### src/rtl/rv_decode_stage_if.sv
// Fetch-to-decode and decode-to-execute handshake bundle for rv_decode_stage.
// The master side is the environment (fetch + consumer); the slave side is the stage.
interface rv_decode_stage_if #(
  parameter int unsigned XLEN = 32,
  parameter int unsigned PC_W = 32
);
  logic            flush;
  logic            in_valid;
  logic            in_ready;
  logic [31:0]     in_instr;
  logic [PC_W-1:0] in_pc;
  logic            out_valid;
  logic            out_ready;
  logic [PC_W-1:0] out_pc;
  logic [6:0]      out_opcode;
  logic [2:0]      out_func3;
  logic [6:0]      out_func7;
  logic [4:0]      out_rs1;
  logic [4:0]      out_rs2;
  logic [4:0]      out_rd;
  logic            out_rs1_en;
  logic            out_rs2_en;
  logic            out_rd_we;
  logic [XLEN-1:0] out_imm;
  logic [2:0]      out_fmt;
  logic            out_illegal;

  modport master (
    output flush, in_valid, in_instr, in_pc, out_ready,
    input  in_ready, out_valid, out_pc, out_opcode, out_func3, out_func7,
    input  out_rs1, out_rs2, out_rd, out_rs1_en, out_rs2_en, out_rd_we,
    input  out_imm, out_fmt, out_illegal
  );

  modport slave (
    input  flush, in_valid, in_instr, in_pc, out_ready,
    output in_ready, out_valid, out_pc, out_opcode, out_func3, out_func7,
    output out_rs1, out_rs2, out_rd, out_rs1_en, out_rs2_en, out_rd_we,
    output out_imm, out_fmt, out_illegal
  );
endinterface

### src/rtl/rv_decode_stage.sv
// Registered RV32I decode stage: combinational decode of the offered word into an output
// register, with an optional skid register so back-pressure does not cost throughput.
module rv_decode_stage #(
  parameter int unsigned XLEN = 32,
  parameter int unsigned PC_W = 32,
  parameter int unsigned SKID = 1
) (
  input logic            clk,
  input logic            rst,
  rv_decode_stage_if.slave bus
);

  localparam logic [2:0] FmtR   = 3'd0;
  localparam logic [2:0] FmtI   = 3'd1;
  localparam logic [2:0] FmtS   = 3'd2;
  localparam logic [2:0] FmtB   = 3'd3;
  localparam logic [2:0] FmtU   = 3'd4;
  localparam logic [2:0] FmtJ   = 3'd5;
  localparam logic [2:0] FmtIll = 3'd7;

  localparam logic [6:0] OpOp     = 7'b0110011;
  localparam logic [6:0] OpImm    = 7'b0010011;
  localparam logic [6:0] OpLoad   = 7'b0000011;
  localparam logic [6:0] OpJalr   = 7'b1100111;
  localparam logic [6:0] OpSystem = 7'b1110011;
  localparam logic [6:0] OpFence  = 7'b0001111;
  localparam logic [6:0] OpStore  = 7'b0100011;
  localparam logic [6:0] OpBranch = 7'b1100011;
  localparam logic [6:0] OpLui    = 7'b0110111;
  localparam logic [6:0] OpAuipc  = 7'b0010111;
  localparam logic [6:0] OpJal    = 7'b1101111;

  localparam logic [6:0] F7Alt = 7'b0100000;

  typedef struct packed {
    logic [PC_W-1:0] pc;
    logic [6:0]      opcode;
    logic [2:0]      func3;
    logic [6:0]      func7;
    logic [4:0]      rs1;
    logic [4:0]      rs2;
    logic [4:0]      rd;
    logic            rs1_en;
    logic            rs2_en;
    logic            rd_we;
    logic [XLEN-1:0] imm;
    logic [2:0]      fmt;
    logic            illegal;
  } entry_t;

  logic [31:0] instr;
  logic [6:0]  op;
  logic [2:0]  f3;
  logic [6:0]  f7;
  logic [4:0]  rs1_f;
  logic [4:0]  rs2_f;
  logic [4:0]  rd_f;

  assign instr = bus.in_instr;
  assign op    = instr[6:0];
  assign f3    = instr[14:12];
  assign f7    = instr[31:25];
  assign rs1_f = instr[19:15];
  assign rs2_f = instr[24:20];
  assign rd_f  = instr[11:7];

  entry_t      dec;
  logic        legal;
  logic        no_side;
  logic [2:0]  fmt_sel;
  logic [31:0] imm32;

  // Decode the offered word; an illegal word keeps only its PC and opcode.
  always_comb begin
    dec        = '0;
    dec.pc     = bus.in_pc;
    dec.opcode = op;
    dec.fmt    = FmtIll;
    dec.illegal = 1'b1;
    legal      = 1'b0;
    no_side    = 1'b0;
    fmt_sel    = FmtIll;
    imm32      = '0;

    case (op)
      OpOp: begin
        fmt_sel = FmtR;
        legal   = (f7 == 7'd0) || ((f7 == F7Alt) && ((f3 == 3'b000) || (f3 == 3'b101)));
      end
      OpImm: begin
        fmt_sel = FmtI;
        legal   = !(((f3 == 3'b001) && (f7 != 7'd0)) ||
                    ((f3 == 3'b101) && (f7 != 7'd0) && (f7 != F7Alt)));
      end
      OpLoad: begin
        fmt_sel = FmtI;
        legal   = !((f3 == 3'b011) || (f3 == 3'b110) || (f3 == 3'b111));
      end
      OpJalr: begin
        fmt_sel = FmtI;
        legal   = (f3 == 3'b000);
      end
      OpSystem, OpFence: begin
        fmt_sel = FmtI;
        legal   = 1'b1;
        no_side = 1'b1;
      end
      OpStore: begin
        fmt_sel = FmtS;
        legal   = (f3 < 3'b011);
      end
      OpBranch: begin
        fmt_sel = FmtB;
        legal   = !((f3 == 3'b010) || (f3 == 3'b011));
      end
      OpLui, OpAuipc: begin
        fmt_sel = FmtU;
        legal   = 1'b1;
      end
      OpJal: begin
        fmt_sel = FmtJ;
        legal   = 1'b1;
      end
      default: begin
        fmt_sel = FmtIll;
        legal   = 1'b0;
      end
    endcase

    if (instr[1:0] != 2'b11) begin
      legal = 1'b0;
    end

    if (legal) begin
      dec.fmt     = fmt_sel;
      dec.illegal = 1'b0;
      case (fmt_sel)
        FmtR: begin
          dec.func3  = f3;
          dec.func7  = f7;
          dec.rs1    = rs1_f;
          dec.rs2    = rs2_f;
          dec.rd     = rd_f;
          dec.rs1_en = 1'b1;
          dec.rs2_en = 1'b1;
          dec.rd_we  = (rd_f != 5'd0);
        end
        FmtI: begin
          dec.func3  = f3;
          dec.rs1    = rs1_f;
          dec.rd     = rd_f;
          dec.rs1_en = !no_side;
          dec.rd_we  = !no_side && (rd_f != 5'd0);
          imm32      = {{20{instr[31]}}, instr[31:20]};
        end
        FmtS: begin
          dec.func3  = f3;
          dec.rs1    = rs1_f;
          dec.rs2    = rs2_f;
          dec.rs1_en = 1'b1;
          dec.rs2_en = 1'b1;
          imm32      = {{20{instr[31]}}, instr[31:25], instr[11:7]};
        end
        FmtB: begin
          dec.func3  = f3;
          dec.rs1    = rs1_f;
          dec.rs2    = rs2_f;
          dec.rs1_en = 1'b1;
          dec.rs2_en = 1'b1;
          imm32      = {{19{instr[31]}}, instr[31], instr[7], instr[30:25], instr[11:8], 1'b0};
        end
        FmtU: begin
          dec.rd    = rd_f;
          dec.rd_we = (rd_f != 5'd0);
          imm32     = {instr[31:12], 12'b0};
        end
        FmtJ: begin
          dec.rd    = rd_f;
          dec.rd_we = (rd_f != 5'd0);
          imm32     = {{11{instr[31]}}, instr[31], instr[19:12], instr[20], instr[30:21], 1'b0};
        end
        default: begin
          imm32 = '0;
        end
      endcase
      dec.imm = XLEN'($signed(imm32));
    end
  end

  entry_t out_q, out_d;
  entry_t skid_q, skid_d;
  logic   out_valid_q, out_valid_d;
  logic   skid_valid_q, skid_valid_d;
  logic   in_ready_q, in_ready_d;
  logic   in_ready;
  logic   accept;

  // in_ready_q doubles as the "out of reset" flag for the combinational SKID=0 ready.
  assign in_ready = (SKID != 0) ? in_ready_q
                                : (in_ready_q && (!out_valid_q || bus.out_ready));
  assign accept   = bus.in_valid && in_ready;

  always_comb begin
    out_d        = out_q;
    out_valid_d  = out_valid_q;
    skid_d       = skid_q;
    skid_valid_d = skid_valid_q;

    if (bus.flush) begin
      out_valid_d  = 1'b0;
      skid_valid_d = 1'b0;
    end else if (out_valid_q && !bus.out_ready) begin
      if (accept && (SKID != 0)) begin
        skid_d       = dec;
        skid_valid_d = 1'b1;
      end
    end else if (skid_valid_q) begin
      // Skid is full here, so in_ready is low and nothing new is accepted this cycle.
      out_d        = skid_q;
      out_valid_d  = 1'b1;
      skid_valid_d = 1'b0;
    end else if (accept) begin
      out_d       = dec;
      out_valid_d = 1'b1;
    end else begin
      out_valid_d = 1'b0;
    end

    in_ready_d = !skid_valid_d;
  end

  always_ff @(posedge clk or posedge rst) begin
    if (rst) begin
      out_q        <= '0;
      out_valid_q  <= 1'b0;
      skid_q       <= '0;
      skid_valid_q <= 1'b0;
      in_ready_q   <= 1'b0;
    end else begin
      out_q        <= out_d;
      out_valid_q  <= out_valid_d;
      skid_q       <= skid_d;
      skid_valid_q <= skid_valid_d;
      in_ready_q   <= in_ready_d;
    end
  end

  assign bus.in_ready    = in_ready;
  assign bus.out_valid   = out_valid_q;
  assign bus.out_pc      = out_q.pc;
  assign bus.out_opcode  = out_q.opcode;
  assign bus.out_func3   = out_q.func3;
  assign bus.out_func7   = out_q.func7;
  assign bus.out_rs1     = out_q.rs1;
  assign bus.out_rs2     = out_q.rs2;
  assign bus.out_rd      = out_q.rd;
  assign bus.out_rs1_en  = out_q.rs1_en;
  assign bus.out_rs2_en  = out_q.rs2_en;
  assign bus.out_rd_we   = out_q.rd_we;
  assign bus.out_imm     = out_q.imm;
  assign bus.out_fmt     = out_q.fmt;
  assign bus.out_illegal = out_q.illegal;

endmodule

### src/flat_wrapper.sv
// flat-port wrapper written by rule: the top's interface ports become plain ports
module rv_decode_stage_flat 
#(
  parameter int unsigned XLEN = 32,
  parameter int unsigned PC_W = 32,
  parameter int unsigned SKID = 1
)
  (clk, rst, bus_flush, bus_in_valid, bus_in_instr, bus_in_pc, bus_out_ready, bus_in_ready, bus_out_valid, bus_out_pc, bus_out_opcode, bus_out_func3, bus_out_func7, bus_out_rs1, bus_out_rs2, bus_out_rd, bus_out_rs1_en, bus_out_rs2_en, bus_out_rd_we, bus_out_imm, bus_out_fmt, bus_out_illegal);
  rv_decode_stage_if #(.XLEN(XLEN), .PC_W(PC_W)) bus_i ();
  input logic clk;
  input logic rst;
  input wire logic [$bits(bus_i.flush)-1:0] bus_flush;
  input wire logic [$bits(bus_i.in_valid)-1:0] bus_in_valid;
  input wire logic [$bits(bus_i.in_instr)-1:0] bus_in_instr;
  input wire logic [$bits(bus_i.in_pc)-1:0] bus_in_pc;
  input wire logic [$bits(bus_i.out_ready)-1:0] bus_out_ready;
  output wire logic [$bits(bus_i.in_ready)-1:0] bus_in_ready;
  output wire logic [$bits(bus_i.out_valid)-1:0] bus_out_valid;
  output wire logic [$bits(bus_i.out_pc)-1:0] bus_out_pc;
  output wire logic [$bits(bus_i.out_opcode)-1:0] bus_out_opcode;
  output wire logic [$bits(bus_i.out_func3)-1:0] bus_out_func3;
  output wire logic [$bits(bus_i.out_func7)-1:0] bus_out_func7;
  output wire logic [$bits(bus_i.out_rs1)-1:0] bus_out_rs1;
  output wire logic [$bits(bus_i.out_rs2)-1:0] bus_out_rs2;
  output wire logic [$bits(bus_i.out_rd)-1:0] bus_out_rd;
  output wire logic [$bits(bus_i.out_rs1_en)-1:0] bus_out_rs1_en;
  output wire logic [$bits(bus_i.out_rs2_en)-1:0] bus_out_rs2_en;
  output wire logic [$bits(bus_i.out_rd_we)-1:0] bus_out_rd_we;
  output wire logic [$bits(bus_i.out_imm)-1:0] bus_out_imm;
  output wire logic [$bits(bus_i.out_fmt)-1:0] bus_out_fmt;
  output wire logic [$bits(bus_i.out_illegal)-1:0] bus_out_illegal;
  assign bus_i.flush = bus_flush;
  assign bus_i.in_valid = bus_in_valid;
  assign bus_i.in_instr = bus_in_instr;
  assign bus_i.in_pc = bus_in_pc;
  assign bus_i.out_ready = bus_out_ready;
  assign bus_in_ready = bus_i.in_ready;
  assign bus_out_valid = bus_i.out_valid;
  assign bus_out_pc = bus_i.out_pc;
  assign bus_out_opcode = bus_i.out_opcode;
  assign bus_out_func3 = bus_i.out_func3;
  assign bus_out_func7 = bus_i.out_func7;
  assign bus_out_rs1 = bus_i.out_rs1;
  assign bus_out_rs2 = bus_i.out_rs2;
  assign bus_out_rd = bus_i.out_rd;
  assign bus_out_rs1_en = bus_i.out_rs1_en;
  assign bus_out_rs2_en = bus_i.out_rs2_en;
  assign bus_out_rd_we = bus_i.out_rd_we;
  assign bus_out_imm = bus_i.out_imm;
  assign bus_out_fmt = bus_i.out_fmt;
  assign bus_out_illegal = bus_i.out_illegal;
  rv_decode_stage #(.XLEN(XLEN), .PC_W(PC_W), .SKID(SKID)) u_core (.clk(clk), .rst(rst), .bus(bus_i));
endmodule
### config.mk
export PLATFORM = sky130hd
export DESIGN_NAME = rv_decode_stage_flat
export DESIGN_NICKNAME = d
export VERILOG_FILES = /design/src/rtl/rv_decode_stage_if.sv /design/src/rtl/rv_decode_stage.sv /design/src/flat_wrapper.sv
export SDC_FILE = /design/constraint.sdc
export NUM_CORES = 1
export LEC_CHECK = 0
export ABC_AREA = 1
export BUFFER_PORTS_ARGS = -buffer_cell sky130_fd_sc_hd__buf_2
export CAP_MARGIN = 20
export CORE_UTILIZATION = 23
export DETAILED_ROUTE_END_ITERATION = 7
export SYNTH_ARGS = -nofsm -noshare
export SYNTH_HDL_FRONTEND = slang
export SYNTH_SLANG_ARGS = --single-unit
### constraint.sdc
create_clock -name clk -period 8.6 [get_ports clk]
set_input_delay 2.15 -clock clk [delete_from_list [all_inputs] [get_ports clk]]
set_output_delay 2.15 -clock clk [all_outputs]
set_load 0.03 [all_outputs]
==> results.cfg, run 1 <==
[critical_path]
r2r_cells = 8
path_max_fanout = 23
crit_end = u_core.bus.out_imm[17]
startpoint_type = input port
crit_start = bus_in_instr[0]
r2r_setup_slack_ns = 5.93
arrival_ns = 4.83
cp.required_ns = 9.01
crit_path_end_kind = flop
reg2reg_to = u_core.bus.out_rs2[3]
worstSetupPathType = input port to flop
r2r-start = u_core.skid_valid_q

[clock_tree]
cts_setup_buffers = 0
clock_latency_ns = 0.53
path_clk_slew_ns = 0.06
cts_buffer_depth = 3
htreeDepth = 1
clock-sinks = 209
tritoncts = done
cts_made_buffers = 25
post_cts_resized = 0
hold_buffers = 0
cts_root_buf = clkbuf_16

[floorplan]
die_w_microns = 207
dieArea_sq_um = 42900
initial_core_util_pct = 23.5
rows = 74
die_h_microns = 207
ioPinCount = 174
core_area_sq_um = 41200

[detailed_routing]
drtIter0Drc = 837
drt_pass1_iterations = 6
wirelength_mm = 29.3
routedWlPerCell_microns = 15.5
vias_per_cell = 4.48
remaining_drc_errors = 0
vias = 8475
postRouteAntennaNets = 0

[synth]
synth_area_leader_cell = dfrtp_1
synth-edff-count = 0
synth-simple-area-share_pct = 28.3
synth.area.top_cells = dfrtp_1, nand2_1, nor2_1, o21ai_0, a31oi_1
async_flop_share_pct = 100
syn_avg_cell_area_sq_um = 8.02
synthTopCellsByCount = nand2_1, dfrtp_1, nor2_1
syn_nets = 1278
ys_ff_latch = 209
synth_adder_area_share_pct = 0.129
synth_top_family_by_area = simple AND/OR/NAND/NOR gates
synth_top_cell_area_share_pct = 54.0
yosysUniqueCellTypes = 30
muxShareOfSynthArea_pct = 0
synth.most_common_cell = nand2_1
yosysSeqAreaShare_pct = 54.0
yosys_warnings = 0
syn-cell-area_sq_um = 9680
ys.flop_type = dfrtp_1
syn_inst = 1208
synth_compound_area_share_pct = 11.8
synth-xor-area-share_pct = 0

[timing]
relSlewSlack_pct = 37.6
timing.hold.ws_ns = 0.468
hold_viol = 0
fin_ws_ns = 4.18
rsz0062_at_grt = false
final-setup-viol-count = 0
fin_skew_ns = 0.0106
setup-tns-final_ns = 0
slew_viol_final = 0
tightest_slew_ns = 0.936
finalCriticalPeriod_ns = 4.42
fmax_mhz = 226
period_share_pct = 51.4

[min_path]
min_path_type = flop to flop

[finish]
fillers = 4429
post-route-util_pct = 28.7
fin_area_sq_um = 11800
drive_above_1_share_pct = 19.4
layout.nets = 1413
area_delta_synth_final_pct = 22.0

[power_and_ir_drop]
p_leak_nw = 6.10
ir_drop_uv = 112
p_per_area_nw_per_um2 = 220

[global_routing]
grt_util_all_layers_pct = 13.6
grt_pass1_wl_mm = 46.3
grt_max_degree = 101
first_global_vias = 8051
grt_remaining_overflow = 0
antenna_found_initial = 6

[job]
drv_cap = 0

[run_status]
status = finished clean

[place]
preCtsSetupSlack_ns = 3.67
routabilityCongestion = 0.871
port_buffers = 173
place_hpwl_mm = 20.1
placed_area_sq_um = 11000
-- state kept, by name, summed over array words and instances (netlist names), 3 cells and up --
signal / count
u_core.bus.out_rs2: 5
u_core.bus.out_imm: 32
u_core.bus.out_func7: 7
u_core.bus.out_rd: 5
u_core.bus.out_rs1: 5
u_core.bus.out_opcode: 7
u_core.bus.out_pc: 32
u_core.bus.out_fmt: 3
u_core.skid_q: 103
u_core.bus.out_func3: 3
-- how the worst min path moves through the flow --
stage                       start                  to  slack, ns  depth (start not counted)
2_1_floorplan  u_core.skid_q[100]  u_core.skid_q[100]       0.44                          2
3_3_place_gp    u_core.skid_q[89]   u_core.skid_q[89]       0.45                          2
3_5_place_dp    u_core.skid_q[96]   u_core.skid_q[96]       0.46                          2
4_1_cts         u_core.skid_q[99]   u_core.skid_q[99]       0.47                          2
5_1_grt         u_core.skid_q[95]   u_core.skid_q[95]       0.49                          2
6_report       u_core.skid_q[102]  u_core.skid_q[102]       0.47                          2
-- layout by cell type (no fill, tap or decap), types with 2 or more instances in the layout --
cell type  synthesis  final
buf_2             11    173
o21ai_0           79     79
o21ai_1           38     38
nand3_1           42     42
o211ai_1           2      2
nand3_2            5      5
clkbuf_16          0     25
nor3_1             5      5
clkbuf_1          55      5
a21oi_1           32     32
clkinv_2           0      2
inv_4              0      2
nor2_2             2      2
o31ai_1            7      7
clkbuf_8           0      8
buf_4              5     10
a21o_1             6      6
dfrtp_1          209    208
nand2_1          461    461
nor2_1           109    107
nor2_8             4      4
inv_1             47     45
inv_2             12     10
nand4_1           16     16
nor2_4             7      9
nand2_2            5      5
a31oi_1           39     39
-- cell families (layout without fill, tap and decap cells) --
logic type | after synthesis | count (layout)
buf+inv | 135 | 284
flops | 209 | 209
simple gates | 657 | 657
compound gates | 206 | 206
other cells | 0 | 1
fa+ha+maj | 1 | 1
-- worst max-delay path, cell delays in order --
cell and delay, ns:
buf_2 0.11, nand2_2 0.11, nor2_2 0.18, inv_2 0.06
o21ai_4 0.50, inv_2 0.15, ha_1 0.25, nand3_2 0.10
nor2_4 0.07, nor2_8 0.27, nand2_1 0.11, nand3_2 0.31
nand2_1 0.19, a21oi_1 0.18, o21ai_1 0.07
-- metrics by stage --
stage | instances | total power [mW]
finish | 1890 | 2.60
global route | 1889 | 2.74
CTS | 1888 | 2.65
detailed placement | 1847 | 1.59
global placement | 1847 | 1.58
floorplan | 1208 | 1.45
-- metal layers --
metal	vias to the layer above	routed length [microns]	track usage (%)	share of wire, %
met4	10	658	4.07	2.2
met1	4001	13100	18.0	45
li1	4155	-	-	-
met5	-	74	0	0.25
met3	50	1970	3.31	6.7
met2	259	13500	21.9	46
-- final cells by class --
cell class / count / area, sq um / area share, %
flip-flops and latches: 209 / 5230 / 44.3
multi-input cells: 864 / 3910 / 33.1
repair buffers: 184 / 968 / 8.20
clock buffers: 38 / 754 / 6.39
well taps: 532 / 666 / 5.63
inverters: 59 / 235 / 1.99
clock inverters: 3 / 42.5 / 0.360
diodes: 1 / 2.50 / 0.0212
-- where the power goes --
group | switching, mW | internal [mW]
sequential | 0.0571 | 1.10
combinational | 0.290 | 0.119
clock | 0.409 | 0.626
total | 0.756 | 1.85
No activity file was read; power rests on OpenSTA's default activity.
==> run 2, diff against run 1 <==
- clock period: 8.6 -> 4.6 ns (I/O delays scaled with it)
==> results.cfg, run 2 (synthesized netlist as in run 1, its figures left out) <==
[finish]
fin_area_sq_um = 11900
top_register = u_core.skid_q
final_cell_mix = nand2_1, dfrtp_1, buf_2
final_common_cell = nand2_1
largest_reg_flops = 103
drive_above_1_share_pct = 19.8
layout.nets = 1417
area_delta_synth_final_pct = 22.7

[floorplan]
ioPinCount = 174
core_area_sq_um = 41200
rows = 74
initial_core_util_pct = 23.5
die_w_microns = 207
die_h_microns = 207
dieArea_sq_um = 42900

[critical_path]
path_max_fanout = 23
crit_buf_inv = 4
crit_top_cell = nand2_1
cp_slowest_cell = nand3_2
max_stage_delay_ns = 0.31
startpoint_type = input port
cp.required_ns = 5.03
crit_family = simple AND/OR/NAND/NOR gates
arrival_ns = 3.53
worstSetupPathType = input port to flop
path_cells = buf_2, inv_1, nand2_1, nor2_4, inv_2, nor2_4, inv_1, ha_1, nand3_2, nor2_4, nor2_8, nand2_1, nand3_2, nand3_1, nand2_1, nand2_1, nand2_1, nand2_1
crit_path_end_kind = flop

[power_and_ir_drop]
fin_total_pwr_mw = 4.91
p_per_area_nw_per_um2 = 413
ir_drop_uv = 276
p_leak_nw = 6.14

[clock_tree]
clock-sinks = 209
cts_made_buffers = 26
htreeDepth = 1
cts_root_buf = clkbuf_16
tritoncts = done
hold_buffers = 0
clock_latency_ns = 0.54
post_cts_resized = 0
cts_setup_buffers = 0
path_clk_slew_ns = 0.06
cts_buffer_depth = 3

[global_routing]
grt_max_degree = 88
antenna_found_initial = 7
first_global_vias = 8011
grt_pass1_wl_mm = 46.4
grt_util_all_layers_pct = 13.6
grt_remaining_overflow = 0

[run_status]
status = finished clean

[timing]
finalCriticalPeriod_ns = 3.10
slew_viol_final = 0
timing.hold.ws_ns = 0.468
tightest_slew_ns = 0.965
setup-tns-final_ns = 0
hold_viol = 0
period_share_pct = 67.4
rsz0062_at_grt = false
fmax_mhz = 323
final-setup-viol-count = 0
fin_skew_ns = 0.00869
relSlewSlack_pct = 35.7

[detailed_routing]
routedWlPerCell_microns = 15.5
drtIter0Drc = 753
wirelength_mm = 29.4
postRouteAntennaNets = 0
vias = 8608
remaining_drc_errors = 0
vias_per_cell = 4.53
drt_pass1_iterations = 7

[job]
drv_cap = 0

[place]
port_buffers = 173
place_hpwl_mm = 19.9
placed_area_sq_um = 11100
routabilityCongestion = 0.876

[min_path]
min_path_type = flop to flop
-- run 2: cell type report --
class / instances / area (sq um)
Clock inverter: 9 / 73.8
Multi-Input combinational cell: 864 / 3910
Fill cell: 4361 / 29300
Sequential cell: 209 / 5230
Clock buffer: 35 / 746
Timing Repair Buffer: 187 / 1010
Antenna cell: 5 / 12.5
Tap cell: 532 / 666
Inverter: 59 / 231
-- run 2: worst min-delay path, stage by stage, from the launching register on --
cell	delay, ns
dfrtp_1	0.34
nand2_1	0.05
nand2_1	0.05
-- run 2: where the power goes --
| group | internal, mW | leakage (nW) | switching, mW |
|---|---|---|---|
| logic | 0.225 | 3.02 | 0.544 |
| registers | 2.06 | 2.71 | 0.104 |
| clock network | 1.18 | 0.412 | 0.798 |
-- run 2: worst paths after layout --
check,startpoint,depth (start not counted),slack [ns],to
max reg2reg,u_core.skid_valid_q,9,2.22,u_core.bus.out_imm[29]
max,bus_in_instr[3],18,1.50,u_core.bus.out_imm[23]
min reg2reg,u_core.skid_q[99],2,0.47,u_core.skid_q[99]
min,u_core.skid_q[99],2,0.47,u_core.skid_q[99]
max in group asynchronous,rst,3,2.74,u_core.skid_q[82]
min in group asynchronous,rst,2,0.77,u_core.bus.out_pc[29]
-- run 2: metal layers --
metal / global-route usage [%] / part of all wire, %
met1: 18.3 / 45
met2: 21.0 / 44
met3: 3.34 / 7.6
met4: 5.07 / 3.0
met5: 0 / 0.095
-- run 2: per-stage QoR --
stage | utilization (%) | instances | setup WS, ns
final | 28.8 | 1900 | 1.50
after global routing | 28.8 | 1897 | 1.21
after CTS | 28.8 | 1895 | 1.51
after detailed placement | 26.8 | 1851 | 0.926
after global placement | 26.8 | 1851 | 1.01
after floorplan | - | 1208 | 0.736
==> run 3, diff against run 2 <==
- clock period: 4.6 -> 3 ns (I/O delays scaled with it)
==> results.cfg, run 3 (synthesized netlist as in run 1, its figures left out) <==
[critical_path]
reg2reg_to = u_core.bus.out_imm[12]
startpoint_type = input port
path_max_fanout = 5
crit_top_cell = nand2_1
arrival_ns = 2.86
r2r_setup_slack_ns = 0.88
cp_slowest_cell = nor2_4
crit_path_end_kind = flop
crit_family = simple AND/OR/NAND/NOR gates
crit_cells = 17
r2r-start = u_core.skid_valid_q
crit_start = bus_in_instr[4]
cp.required_ns = 3.40
crit_buf_inv = 3
crit_end = u_core.bus.out_imm[8]
max_stage_delay_ns = 0.23
worstSetupPathType = input port to flop
path_cells = buf_2, inv_2, nand2_2, nor2_4, nand2_1, o21ai_4, inv_2, ha_1, nand3_2, nor2_4, nor2_4, nand2_1, nand2_1, nand2_1, nor3_1, o21ai_0, nand2_1
r2r_cells = 9

[timing]
fin_skew_ns = 0.0215
period_share_pct = 81.8
fmax_mhz = 407
hold_viol = 0
rsz0062_at_grt = false
tightest_slew_ns = 0.960
finalCriticalPeriod_ns = 2.45
relSlewSlack_pct = 36.0
timing.hold.ws_ns = 0.325
final-setup-viol-count = 0
slew_viol_final = 0

[finish]
largest_reg_flops = 103
fillers = 4349
multi_input_area_sq_um = 3910
top_register = u_core.skid_q
final_cell_mix = nand2_1, dfrtp_1, buf_2
final_common_cell = nand2_1
fin_area_sq_um = 12000
drive_above_1_share_pct = 20.6
area_delta_synth_final_pct = 24.2
layout.nets = 1426
register_area_sq_um = 5230

[clock_tree]
htreeDepth = 1
hold_buffers = 0
clock-sinks = 209
cts_setup_buffers = 0
path_clk_slew_ns = 0.06
cts_made_buffers = 25
cts_root_buf = clkbuf_16
tritoncts = done
clock_latency_ns = 0.54
cts_buffer_depth = 3
post_cts_resized = 0

[global_routing]
antenna_found_initial = 7
grt_remaining_overflow = 0
grt_pass1_wl_mm = 46.7
grt_util_all_layers_pct = 13.7
first_global_vias = 8011
grt_max_degree = 86

[place]
routabilityCongestion = 0.838
placed_area_sq_um = 11200
place_hpwl_mm = 20.4
port_buffers = 173

[power_and_ir_drop]
p_leak_nw = 6.21
fin_total_pwr_mw = 7.64
p_per_area_nw_per_um2 = 635
ir_drop_uv = 403

[run_status]
status = finished clean

[detailed_routing]
wirelength_mm = 29.5
drt_pass1_iterations = 5
vias_per_cell = 4.43
drtIter0Drc = 663
vias = 8478
remaining_drc_errors = 0
postRouteAntennaNets = 0
routedWlPerCell_microns = 15.4

[floorplan]
die_h_microns = 207
rows = 74
ioPinCount = 174
dieArea_sq_um = 42900
core_area_sq_um = 41200
die_w_microns = 207
initial_core_util_pct = 23.5

[job]
drv_cap = 0

[min_path]
min_path_type = input port to asynchronous set/reset pin
==> run 3: layout make-up <==
type                       count  area share (%)
antenna                        5           0.104
clock buffer                  35            6.10
clock inverter                11           0.957
inverter                      59            1.93
multi-input combinational    864            32.5
sequential                   209            43.5
tap                          532            5.54
timing repair buffer         197            9.32
==> run 3: worst min-delay path by stage <==
stage                                   from                     to  slack [ns]  cells after the start
after global routing                     rst      u_core.skid_q[95]        0.34                      2
after floorplan           u_core.skid_q[100]     u_core.skid_q[100]        0.44                      2
after CTS                                rst  u_core.bus.out_pc[29]        0.32                      2
after global placement     u_core.skid_q[87]      u_core.skid_q[87]        0.45                      2
after detailed placement   u_core.skid_q[83]      u_core.skid_q[83]        0.46                      2
final                                    rst     u_core.skid_q[100]        0.32                      2
==> run 3: metal layers <==
layer  vias to the layer above  wire length, microns  global-route usage, %
met5                         -                    24                      0
met4                         4                   860                   4.94
met3                        58                  2320                   3.40
met2                       279                 12900                   21.0
met1                      3949                 13300                   18.6
li1                       4188                     -                      -
==> run 3: per-stage QoR <==
stage	setup TNS, ns	std cells	utilization, %	setup slack [ns]
floorplan	-97.02	1208	-	-0.464
global placement	0	1861	27.1	0.0967
detailed placement	0	1861	27.1	0.0191
CTS	0	1907	29.2	0.593
global route	0	1909	29.2	0.353
finish	0	1912	29.2	0.546
==> run 3: power by group <==
group | internal, mW | switching (mW)
Sequential | 3.16 | 0.162
Combinational | 0.355 | 0.836
Clock | 1.88 | 1.25
Total | 5.39 | 2.25
